==> config.mk <==
export PLATFORM = sky130hd
export DESIGN_NAME = fetch_ctl
export DESIGN_NICKNAME = d
export VERILOG_FILES = /design/src/rtl/fetch_ctl_pkg.sv /design/src/rtl/fetch_ctl_queue.sv /design/src/rtl/fetch_ctl.sv
export SDC_FILE = /design/constraint.sdc
export NUM_CORES = 1
export LEC_CHECK = 0
export BUFFER_PORTS_ARGS = -buffer_cell sky130_fd_sc_hd__buf_2
export CORE_MARGIN = 1.5
export CORE_UTILIZATION = 56
export CTS_BUF_LIST = sky130_fd_sc_hd__clkbuf_4 sky130_fd_sc_hd__clkbuf_8
export DETAILED_ROUTE_END_ITERATION = 16
export PLACE_DENSITY = 0.86
export SYNTH_ARGS = -nofsm -noshare
export SYNTH_HDL_FRONTEND = slang
export SYNTH_SLANG_ARGS = --single-unit
==> constraint.sdc <==
create_clock -name clock -period 7.1 [get_ports clock]
set_input_delay 0.71 -clock clock [delete_from_list [all_inputs] [get_ports clock]]
set_output_delay 0.71 -clock clock [all_outputs]
set_load 0.05 [all_outputs]
==> src/rtl/fetch_ctl_pkg.sv <==
// Shared fetch/decode definitions: redirect source selection with jar > jump > branch priority.
package fetch_ctl_pkg;

  typedef enum logic [1:0] {
    SEL_SEQ = 2'd0,
    SEL_BR  = 2'd1,
    SEL_J   = 2'd2,
    SEL_JAR = 2'd3
  } redir_sel_e;

  localparam logic [1:0] QFULL = 2'd2;

  function automatic redir_sel_e redir_select(input logic jar, input logic jump, input logic br_taken);
    redir_sel_e sel;
    if (jar)
      sel = SEL_JAR;
    else if (jump)
      sel = SEL_J;
    else if (br_taken)
      sel = SEL_BR;
    else
      sel = SEL_SEQ;
    return sel;
  endfunction

endpackage

==> src/rtl/fetch_ctl_queue.sv <==
// Two-entry {pc, instr} FIFO between instruction memory and decode.
// flush_young trims the queue to its oldest surviving entry after this cycle's pop.
module fetch_queue #(
  parameter int PCW = 30
) (
  input  logic           clock,
  input  logic           rst,
  input  logic           i_push,
  input  logic           i_pop,
  input  logic           i_flush_young,
  input  logic [PCW-1:0] i_push_pc,
  input  logic [31:0]    i_push_instr,
  output logic [1:0]     o_count,
  output logic [PCW-1:0] o_head_pc,
  output logic [31:0]    o_head_instr
);

  logic [PCW-1:0] r_pc0, r_pc1;
  logic [31:0]    r_in0, r_in1;
  logic [1:0]     r_count;

  logic [1:0]     w_rem;
  logic [1:0]     w_count_n;
  logic [PCW-1:0] w_pc0, w_pc1;
  logic [31:0]    w_in0, w_in1;

  always_comb begin
    w_rem = r_count - {1'b0, i_pop};
    if (i_flush_young && (w_rem > 2'd1))
      w_rem = 2'd1;
    w_pc0 = i_pop ? r_pc1 : r_pc0;
    w_in0 = i_pop ? r_in1 : r_in0;
    w_pc1 = r_pc1;
    w_in1 = r_in1;
    if (i_push) begin
      if (w_rem == 2'd0) begin
        w_pc0 = i_push_pc;
        w_in0 = i_push_instr;
      end else begin
        w_pc1 = i_push_pc;
        w_in1 = i_push_instr;
      end
    end
    w_count_n = w_rem + {1'b0, i_push};
  end

  // head is registered so decode sees data the cycle after completion
  always_ff @(posedge clock or posedge rst) begin
    if (rst) begin
      r_count <= 2'd0;
      r_pc0   <= '0;
      r_pc1   <= '0;
      r_in0   <= '0;
      r_in1   <= '0;
    end else begin
      r_count <= w_count_n;
      r_pc0   <= w_pc0;
      r_pc1   <= w_pc1;
      r_in0   <= w_in0;
      r_in1   <= w_in1;
    end
  end

  assign o_count      = r_count;
  assign o_head_pc    = r_pc0;
  assign o_head_instr = r_in0;

endmodule

==> src/rtl/fetch_ctl.sv <==
// Fetch-stage controller: owns the fetch PC, issues imem requests and applies
// branch/jump/jar redirects with a single architectural delay slot.
module fetch_ctl
  import fetch_ctl_pkg::*;
#(
  parameter int             PCW      = 30,
  parameter logic [PCW-1:0] RESET_PC = '0
) (
  input  logic           clock,
  input  logic           rst,
  input  logic           br_taken,
  input  logic [PCW-1:0] br_target,
  input  logic           jump,
  input  logic [PCW-1:0] jump_target,
  input  logic           jar,
  input  logic [PCW-1:0] jar_target,
  input  logic           id_stall,
  output logic           imem_req,
  output logic [PCW-1:0] imem_addr,
  input  logic           imem_ready,
  input  logic [31:0]    imem_rdata,
  output logic           if_valid,
  output logic [31:0]    if_instr,
  output logic [PCW-1:0] if_pc,
  output logic [PCW-1:0] if_pc_plus2
);

  logic [PCW-1:0] r_fetch_pc;
  logic           r_pend_v;
  logic [PCW-1:0] r_pend_tgt;
  logic           r_drop;

  logic [1:0]     w_count;
  logic [PCW-1:0] w_head_pc;
  logic [31:0]    w_head_instr;
  logic           w_done, w_pop, w_redir, w_live, w_push, w_flush;
  logic [1:0]     w_rem;
  redir_sel_e     w_sel;
  logic [PCW-1:0] w_target;
  logic [PCW-1:0] w_fetch_n, w_pend_tgt_n;
  logic           w_pend_v_n, w_drop_n;

  // The fetch PC never moves while a request is held, so issuing only below
  // a full queue also guarantees every completion has a free slot.
  assign imem_req  = ~rst & (w_count != QFULL);
  assign imem_addr = r_fetch_pc;

  assign w_done  = imem_req & imem_ready;
  assign w_pop   = if_valid & ~id_stall;
  assign w_sel   = redir_select(jar, jump, br_taken);
  assign w_redir = w_pop & (w_sel != SEL_SEQ);
  assign w_rem   = w_count - {1'b0, w_pop};
  assign w_live  = imem_req & ~r_drop;

  always_comb begin
    case (w_sel)
      SEL_JAR: w_target = jar_target;
      SEL_J:   w_target = jump_target;
      SEL_BR:  w_target = br_target;
      default: w_target = r_fetch_pc;
    endcase
  end

  always_comb begin
    w_fetch_n    = r_fetch_pc;
    w_pend_v_n   = r_pend_v;
    w_pend_tgt_n = r_pend_tgt;
    w_drop_n     = r_drop;
    w_push       = 1'b0;
    w_flush      = 1'b0;

    if (w_done) begin
      if (r_drop)
        w_drop_n = 1'b0;
      else
        w_push = 1'b1;
      if (r_pend_v) begin
        w_fetch_n  = r_pend_tgt;
        w_pend_v_n = 1'b0;
      end else begin
        w_fetch_n = r_fetch_pc + PCW'(1);
      end
    end

    // Oldest surviving instruction (queue first, then live request) is the
    // delay slot; anything younger is discarded.
    if (w_redir) begin
      w_flush = 1'b1;
      if ((w_rem == 2'd0) && !w_live) begin
        w_pend_v_n   = 1'b1;
        w_pend_tgt_n = w_target;
      end else begin
        if ((w_rem != 2'd0) && w_live) begin
          if (w_done)
            w_push = 1'b0;
          else
            w_drop_n = 1'b1;
        end
        if (imem_req && !w_done) begin
          w_pend_v_n   = 1'b1;
          w_pend_tgt_n = w_target;
        end else begin
          w_fetch_n  = w_target;
          w_pend_v_n = 1'b0;
        end
      end
    end
  end

  always_ff @(posedge clock or posedge rst) begin
    if (rst) begin
      r_fetch_pc <= RESET_PC;
      r_pend_v   <= 1'b0;
      r_pend_tgt <= '0;
      r_drop     <= 1'b0;
    end else begin
      r_fetch_pc <= w_fetch_n;
      r_pend_v   <= w_pend_v_n;
      r_pend_tgt <= w_pend_tgt_n;
      r_drop     <= w_drop_n;
    end
  end

  fetch_queue #(.PCW(PCW)) u_queue (
    .clock         (clock),
    .rst           (rst),
    .i_push        (w_push),
    .i_pop         (w_pop),
    .i_flush_young (w_flush),
    .i_push_pc     (imem_addr),
    .i_push_instr  (imem_rdata),
    .o_count       (w_count),
    .o_head_pc     (w_head_pc),
    .o_head_instr  (w_head_instr)
  );

  assign if_valid    = (w_count != 2'd0);
  assign if_instr    = w_head_instr;
  assign if_pc       = w_head_pc;
  assign if_pc_plus2 = w_head_pc + PCW'(2);

endmodule

==> run summary, run 1 <==
max-cap violations - 0
Total GRT Usage - 0.2911
status - completed
Final nets - 1,375
Req. time, crit path - 7440 ps
worst reg2reg endpoint - imem_addr[27]
Syn Inst Count - 1,049
HP Class - in -> reg
critical path arrival - 4080 ps
Reg2Reg Depth - 8
Hold EP - u_queue.o_head_instr[20]
fmax - 267.6 MHz
Setup Fix Bufs, Post-CTS - 0
unrepaired setup endpoints after global routing - false
post-route cell area - 11,760 µm²
Routed WL per cell - 18.20 µm
Worst-Margin Slew - 1173 ps
Distinct cells, synth - 64
n_diodes - 0
CTS tree - done
via count - 8,884
GR Overflow Total - 0
period utilization - 0.5264
PnR Total Power - 5.850 mW
filler cell count - 1,385
most frequent cells in the layout - buf_2 (252), dfrtp_1 (188), o21ai_0 (159), nand2_1 (157), mux2i_1 (78)
num rows - 48
Rel. slew slack - 0.2122
H-tree depth - 4
CTS sink cnt - 188
Leak - 5.452 nW
worst reg-to-reg setup slack - 3660 ps
CP max FO - 60
Hold Vio Cnt, Final - 0
CP Class - in -> reg
antenna violations before repair - 0
vias per cell - 5.999
syn_area_per_cell - 9.621 µm²
I/O pin total - 253
syn_nets - 1,181
number of synthesized flops with an enable pin - 0
# resized after CTS - 0
GPL Wtd Cong - 0.8574
ys async rst share - 1.000
Min Hold Slack - 462.7 ps
layout cells sized above 1 - 0.3041
Final ANT Viol Nets - 0
synthesis warning total - 0
drt pass-1 iters - 6
CTS buffer count - 17
HP Start - imem_rdata[20]
Top FF cell, synth - dfrtp_1
leading cell type in the layout, fill and taps excluded - buf_2
Yosys reg bits - 188
DRC - 0
initial core utilization - 0.5775
PwrDens - 497.6 nW/µm²
Cell Area, Placed - 11,380 µm²
setup TNS - 0 ps
Core Util, Final - 0.6728
synthesized cell area - 10,090 µm²
area delta synth->final - 16.50%
crit end category - flop
minimum clock period - 3737 ps
1st-iter DRT viols - 950
Slew Limit Fails - 0
DIE HEIGHT - 137.2 µm
I/O Buffers - 252
vias in the first global route - 8,349
Hold Crit Depth - 3
hpwl dp - 18.32 mm
full die area - 18,840 µm²
Clock Latency Late Sink - 460 ps
Final Setup Violations - 0
R2R Path Start - u_queue.o_count[1]
clock skew - 13.79 ps
Startpoint Class - input port
WL final - 26.96 mm
clock tree buffer depth - 2
post-synthesis sequential area ratio - 0.4662
Clock Tree Root - clkbuf_8
Reg clk slew, reported paths - 90 ps
worst vdd rail ir drop - 0.0003174 V
largest net degree at the start of global routing - 136
total core area - 17,480 µm²
cts hold-fix bufs - 0
global-route wire length before repair - 42.81 mm
Die Span X - 137.2 µm
## metrics by stage
step	setup slack [ps]	instances
after CTS	3355	1481
after detailed placement	2861	1449
after floorplan	119.5	1049
final	3363	1481
after global routing	3105	1481
after global placement	2929	1449
## cells in the mapped netlist, drive strengths merged (3+ instances only)
| library cell | instances | area [µm²] |
|---|---|---|
| mux2i | 78 | 780.8 |
| nand3 | 30 | 155.1 |
| a21oi | 19 | 95.09 |
| xor2 | 8 | 70.07 |
| a211oi | 11 | 82.58 |
| o21bai | 3 | 22.52 |
| a2bb2oi | 4 | 35.03 |
| nor3 | 14 | 70.07 |
| and2 | 6 | 37.54 |
| a31oi | 4 | 25.02 |
| o311ai | 3 | 33.79 |
| buf | 31 | 163.9 |
| o221ai | 6 | 52.55 |
| mux2 | 72 | 810.8 |
| clkbuf | 57 | 214.0 |
| o22ai | 26 | 162.7 |
| inv | 12 | 45.04 |
| or3 | 6 | 37.54 |
| ha | 3 | 37.54 |
| a221oi | 4 | 35.03 |
| xnor2 | 22 | 192.7 |
| nand2b | 10 | 62.56 |
| nor4 | 8 | 71.32 |
| o21ai | 161 | 805.8 |
| o211ai | 6 | 45.04 |
| nand4 | 17 | 112.6 |
| and3 | 6 | 37.54 |
| nand2 | 157 | 589.3 |
| and4 | 7 | 61.31 |
| dfrtp | 188 | 4705 |
| o31a | 4 | 35.03 |
| or4 | 4 | 33.78 |
| nor2 | 30 | 112.6 |
| o31ai | 6 | 45.04 |
## worst max-delay path by stage
stage,end,from,cells past startpoint
after floorplan,u_queue.o_head_pc[22],rst,7
after global placement,u_queue.r_in1[4],jar,6
after detailed placement,u_queue.r_in1[5],jar,6
after CTS,u_queue.r_pc1[23],jar,6
after global routing,u_queue.r_pc1[23],jar,6
final,u_queue.r_pc1[23],jar,6
## cell families (layout without fill, tap and decap cells)
| kind of cell | after synthesis | in the layout | share of synthesized area |
|---|---|---|---|
| fa+ha+maj | 3 | 3 | 0.003720 |
| buf+inv | 100 | 307 | 0.04190 |
| mux | 150 | 150 | 0.1577 |
| compound gates | 277 | 277 | 0.1633 |
| xor+xnor | 30 | 30 | 0.02604 |
| flops | 188 | 188 | 0.4662 |
| simple gates | 301 | 301 | 0.1412 |
## per-layer routing
layer,global-route usage,share of wire
met3,0.04709,0.070
met2,0.4805,0.48
met4,0.09942,0.021
met5,0,0
met1,0.3923,0.43
## registers in the layout, indices dropped and copies added (netlist names)
name and cells:
u_queue.o_head_pc 30, r_pend_v 1, u_queue.o_count 2, r_drop 1
u_queue.r_in1 32, u_queue.r_pc1 30, imem_addr 30, r_pend_tgt 30
u_queue.o_head_instr 32
## cell type report
class | instances | area (µm²) | area share
multi-input combinational | 761 | 5002 | 0.4255
clock buffer | 19 | 255.2 | 0.02171
tap | 225 | 281.5 | 0.02394
inverter | 12 | 52.55 | 0.004470
sequential | 188 | 4705 | 0.4001
timing repair buffer | 263 | 1344 | 0.1143
clock inverter | 13 | 117.6 | 0.01000
## critical path: stages
cell and delay [ps]:
buf_2 660, or3_1 780, nand2b_1 350, nand3_2 610
buf_4 530, mux2_2 390
## power by group
group / switching [mW] / internal, mW / leakage (nW)
Clock: 0.379 / 0.292 / 0.190
Combinational: 2.09 / 0.929 / 2.98
Sequential: 0.576 / 1.58 / 2.28
Power figures use the tool's default switching activity.
==> run 2: changes to the inputs <==
Settings changed: CORE_UTILIZATION 56 to 50, PLACE_DENSITY 0.86 to 0.82.
Clock period 7.1 ns to 3 ns, I/O delays scaled along.
==> run 2 against run 1 <==
Compared with the run above:
- sequential power is 130% higher
- sequential cell count is the same
- hold slack got worse by 430 ps
- critical endpoint is now imem_addr[16]
==> run summary, run 2 (synthesis gave the netlist of run 1 again) <==
vias per cell - 5.848
R2R Path Start - u_queue.o_count[1]
largest net degree at the start of global routing - 189
worst reg-to-reg setup slack - 190 ps
Final Setup Violations - 0
Req. time, crit path - 3370 ps
num rows - 51
fmax - 356.0 MHz
HP Class - in -> reg
Final ANT Viol Nets - 0
clock skew - 12.21 ps
Worst-Margin Slew - 1125 ps
hpwl dp - 18.97 mm
Place WS - 316.3 ps
I/O Buffers - 252
most frequent cells in the layout - buf_2 (252), dfrtp_1 (188), o21ai_0 (159), nand2_1 (157), mux2i_1 (78)
CTS buffer count - 17
DRC - 0
leading cell type in the layout, fill and taps excluded - buf_2
status - completed
Setup Fix Bufs, Post-CTS - 0
filler cell count - 1,682
DIE HEIGHT - 145.1 µm
Hold Vio Cnt, Final - 0
period utilization - 0.9364
Hold Crit Depth - 3
Leak - 5.521 nW
layout cells sized above 1 - 0.3120
PwrDens - 1172 nW/µm²
Final nets - 1,385
n_diodes - 0
Final Worst Setup Slack - 190.8 ps
GR Overflow Total - 0
drt pass-1 iters - 5
clock tree buffer depth - 2
WL final - 27.26 mm
worst reg2reg endpoint - imem_addr[16]
Clock Tree Root - clkbuf_8
max-cap violations - 0
minimum clock period - 2809 ps
initial core utilization - 0.5135
Reg clk slew, reported paths - 110 ps
Reg2Reg Depth - 10
worst vdd rail ir drop - 0.0005752 V
global-route wire length before repair - 43.93 mm
CP max FO - 9
1st-iter DRT viols - 701
PnR Total Power - 14.01 mW
critical path arrival - 3180 ps
Clock Latency Late Sink - 470 ps
cts hold-fix bufs - 0
area delta synth->final - 18.50%
antenna violations before repair - 0
CTS tree - done
full die area - 21,050 µm²
I/O pin total - 253
Min Hold Slack - 34.49 ps
CTS sink cnt - 188
Rel. slew slack - 0.2498
GPL Wtd Cong - 0.9063
# resized after CTS - 0
total core area - 19,650 µm²
Die Span X - 145.1 µm
Total GRT Usage - 0.2585
unrepaired setup endpoints after global routing - false
Startpoint Class - flop
Slew Limit Fails - 0
H-tree depth - 4
crit end category - flop
CP Class - reg -> reg
Hold EP - u_queue.o_head_instr[3]
HP Start - imem_rdata[3]
via count - 8,953
Routed WL per cell - 17.80 µm
vias in the first global route - 8,429
[run 2: cell count changes in the layout (fill, tap and decap cells not counted), moves of 2 or more]
cell / previous run / this run
buf_4: 11 / 17
nor2_1: 30 / 28
buf_12: 0 / 4
clkinv_2: 4 / 0
nor2_2: 0 / 2
inv_8: 1 / 5
clkinv_8: 0 / 2
[run 2: area by class of cell]
type                    count  area (µm²)  share of cell area
flip-flops and latches    188        4705              0.3934
clock inverters            14       148.9             0.01245
well taps                 265       331.6             0.02773
clock buffers              18       247.7             0.02072
inverters                  12       48.80            0.004080
repair buffers            273        1469              0.1228
multi-input cells         761        5009              0.4188
[run 2: per-stage QoR]
stage,area (µm²),utilization,setup TNS [ps],instances
global placement,11560,0.5881,0,1499
finish,11960,0.6085,0,1531
global route,11960,0.6085,0,1531
detailed placement,11560,0.5881,0,1499
floorplan,10110,-,-256790,1049
CTS,11960,0.6083,0,1531
[run 2: how the worst max path moves through the flow]
stage / to / cells after the start / start / slack, ps
floorplan: u_queue.r_in1[0] / 6 / rst / -1850
global placement: imem_addr[16] / 10 / u_queue.o_count[1] / 440
detailed placement: imem_addr[16] / 10 / u_queue.o_count[1] / 320
CTS: if_pc_plus2[21] / 7 / u_queue.o_head_pc[1] / 50
global route: if_pc_plus2[14] / 6 / u_queue.o_head_pc[3] / 40
finish: imem_addr[16] / 10 / u_queue.o_count[1] / 190
[run 2: worst max-delay path, stage by stage, from the launching register on]
cell,delay [ps]
dfrtp_1,490
o21bai_4,190
inv_1,60
ha_1,320
inv_1,120
o32ai_1,120
buf_4,180
nor3_2,600
buf_4,280
a211oi_1,60
a211oi_1,280
[run 2: where the power goes]
part | switching, mW | internal [mW] | total, mW
clock | 1.01 | 0.648 | 1.66
sequential | 1.32 | 3.74 | 5.06
combinational | 5.03 | 2.27 | 7.29
[run 2: metal layers]
metal	global-route usage	up-vias	wire length [µm]
li1	-	4184	-
met1	0.3541	4281	11860
met2	0.4170	445	12760
met3	0.04528	43	2125
met4	0.08622	0	512
met5	0	-	0
==> run 3: changes to the inputs <==
Settings changed: ABC_AREA from default to 1, CORE_UTILIZATION 50 to 51, PLACE_DENSITY 0.82 to 0.83.
==> run 3 against run 2 <==
Compared with the run above:
- first-iteration DRC count increased by 31%
- wire length rose by 9.9%
- critical path depth fell by 1
- power grew 7.7%
- worst setup slack lost 2.3 ps
- synthesized cell count is 40% higher
- final cell count up 28%
- global-route usage rose by 2.4 points
- die area is 2.3% higher
==> run summary, run 3 <==
Die Span X - 146.8 µm
Final Worst Setup Slack - 188.6 ps
WL final - 29.95 mm
Distinct cells, synth - 40
Crit path buffers/inverters - 1
worst reg-to-reg setup slack - 290 ps
max-cap violations - 0
Slew Limit Fails - 0
Leak - 6.284 nW
synthesized cell area - 10,540 µm²
Place WS - 361.3 ps
clock tree buffer depth - 2
num rows - 52
post-route cell area - 12,410 µm²
PwrDens - 1216 nW/µm²
synthesis warning total - 0
layout cells sized above 1 - 0.1970
hpwl dp - 21.21 mm
status - completed
Total GRT Usage - 0.2821
Syn Inst Count - 1,466
via count - 10,660
minimum clock period - 2811 ps
Yosys reg bits - 188
number of synthesized flops with an enable pin - 0
fmax - 355.7 MHz
Startpoint Class - flop
wire length on met3 - 2.302 mm
ys async rst share - 1.000
critical path arrival - 2510 ps
delay-heaviest family, CP - simple AND/OR/NAND/NOR gates
I/O Buffers - 252
I/O pin total - 253
crit end category - output port
n_diodes - 0
most frequent cells in the layout - nand2_1 (506), buf_2 (250), dfrtp_1 (188), nor2_1 (146), inv_1 (103)
Routed WL per cell - 15.28 µm
count leader, synth - nand2_1
CTS tree - done
Hold Vio Cnt, Final - 0
total core area - 20,230 µm²
vias per cell - 5.436
Clock Latency Late Sink - 490 ps
ranking of synthesized cells by area - dfrtp_1 (45%), nand2_1 (18%), nor2_1 (5.3%)
post-synthesis sequential area ratio - 0.4463
met2 WL - 13.24 mm
Clock Tree Root - clkbuf_8
period utilization - 0.9371
1st-iter DRT viols - 918
full die area - 21,540 µm²
global-route wire length before repair - 49.06 mm
CP Cell Sequence - ha_2 > nand3_1 > nor2_2 > nand4_1 > nor2_2 > nand2_1 > nor2_2 > xor2_1 > clkbuf_4
filler cell count - 1,796
worst vdd rail ir drop - 0.0005292 V
Final ANT Viol Nets - 0
area delta synth->final - 17.74%
Top FF cell, synth - dfrtp_1
largest net degree at the start of global routing - 189
leading cell type in the layout, fill and taps excluded - nand2_1
Rel. slew slack - 0.3259
CP max FO - 4
antenna violations before repair - 0
initial core utilization - 0.5209
syn_nets - 1,598
slowest CP cell - dfrtp_1
Cell Area, Placed - 11,940 µm²
GR Overflow Total - 0
HP Class - in -> reg
Worst-Margin Slew - 1011 ps
clock skew - 16.87 ps
Core Util, Final - 0.6133
wl on met1 - 13.63 mm
vias in the first global route - 9,795
Final nets - 1,809
Req. time, crit path - 2700 ps
highest metal used - met4
CTS buffer count - 17
DRC - 0
most used cell, CP - nor2_2
syn_area_per_cell - 7.190 µm²
Final Setup Violations - 0
setup TNS - 0 ps
H-tree depth - 4
post-synth top area cell - dfrtp_1
GPL Wtd Cong - 0.9732
largest stage delay on the critical path - 420 ps
CP Class - reg -> out
CTS sink cnt - 188
top cells by count, synth - nand2_1 (507), dfrtp_1 (188), nor2_1 (148)
DIE HEIGHT - 146.8 µm
Reg clk slew, reported paths - 120 ps
Yosys top cell area share - 0.4463
drt pass-1 iters - 7
cts hold-fix bufs - 0
[run 3: changes by cell type after synthesis, moves of 28 or more]
| cell | previous run | this run |
|---|---|---|
| mux2_2 | 72 | 0 |
| a21oi_1 | 19 | 47 |
| nand2_1 | 157 | 507 |
| nand3_1 | 29 | 93 |
| mux2i_1 | 78 | 0 |
| nor2_1 | 30 | 148 |
| o21ai_0 | 160 | 74 |
| inv_1 | 12 | 104 |
| o21ai_1 | 1 | 37 |
| a31oi_1 | 4 | 49 |
[run 3: path summary, 6_finish.rpt]
check	from	endpoint	cells past startpoint
setup / recovery	u_queue.o_head_pc[1]	if_pc_plus2[21]	9
max in group asynchronous	rst	u_queue.o_head_instr[4]	3
min in group asynchronous	rst	u_queue.o_head_instr[1]	3
hold / removal	imem_rdata[30]	u_queue.r_in1[30]	3
hold reg to reg	r_pend_tgt[9]	r_pend_tgt[9]	2
setup reg to reg	u_queue.o_count[1]	u_queue.r_pc1[20]	14
[run 3: cells by family after synthesis]
logic type | after synthesis | share of synthesized area
AOI/OAI and AO/OA | 242 | 0.1293
and+or+nand+nor | 816 | 0.3218
adders and majority gates | 3 | 0.003562
buffers and inverters | 187 | 0.07336
xor gates and xnor gates | 30 | 0.02564
DFF | 188 | 0.4463
[run 3: layout make-up]
type | count | area, µm² | share of cell area
timing repair buffer | 270 | 1426 | 0.1149
sequential | 188 | 4705 | 0.3791
clock buffer | 17 | 234.0 | 0.01885
tap | 270 | 337.8 | 0.02722
multi-input combinational | 1091 | 5087 | 0.4100
clock inverter | 15 | 206.4 | 0.01664
inverter | 109 | 412.9 | 0.03327
[run 3: stage by stage]
step                      cells  hold slack (ps)  total power [mW]
after global routing       1960            22.55             16.07
final                      1960            41.28             15.09
after global placement     1926            453.9             13.07
after floorplan            1466            441.7             11.13
after detailed placement   1926            458.0             13.25
after CTS                  1958            24.40             15.05
[run 3: tightest hold or removal path, delay by kind of cell]
| kind | cells | cell delay [ps] |
|---|---|---|
| buf+inv | 1 | 90 |
| simple gates | 2 | 130 |
[run 3: power by group]
group          internal [mW]  switching, mW  leakage (nW)
logic                   2.09           6.21          3.75
clock network          0.669           1.13         0.217
registers               3.75           1.25          2.32
total                   6.50           8.59          6.28
[run 3: timing repair]
item | CTS | global route
endpoints found under the setup margin | 0 | 4
setup buffers | 0 | 2
hold endpoints to repair | 0 | 0
gates resized for setup | 0 | 5
[run 3: routing by layer]
layer,global-route usage,vias to the layer above
met4,0.1005,0
met5,0,-
met3,0.04534,66
met1,0.4049,4889
met2,0.4342,490
li1,-,5210
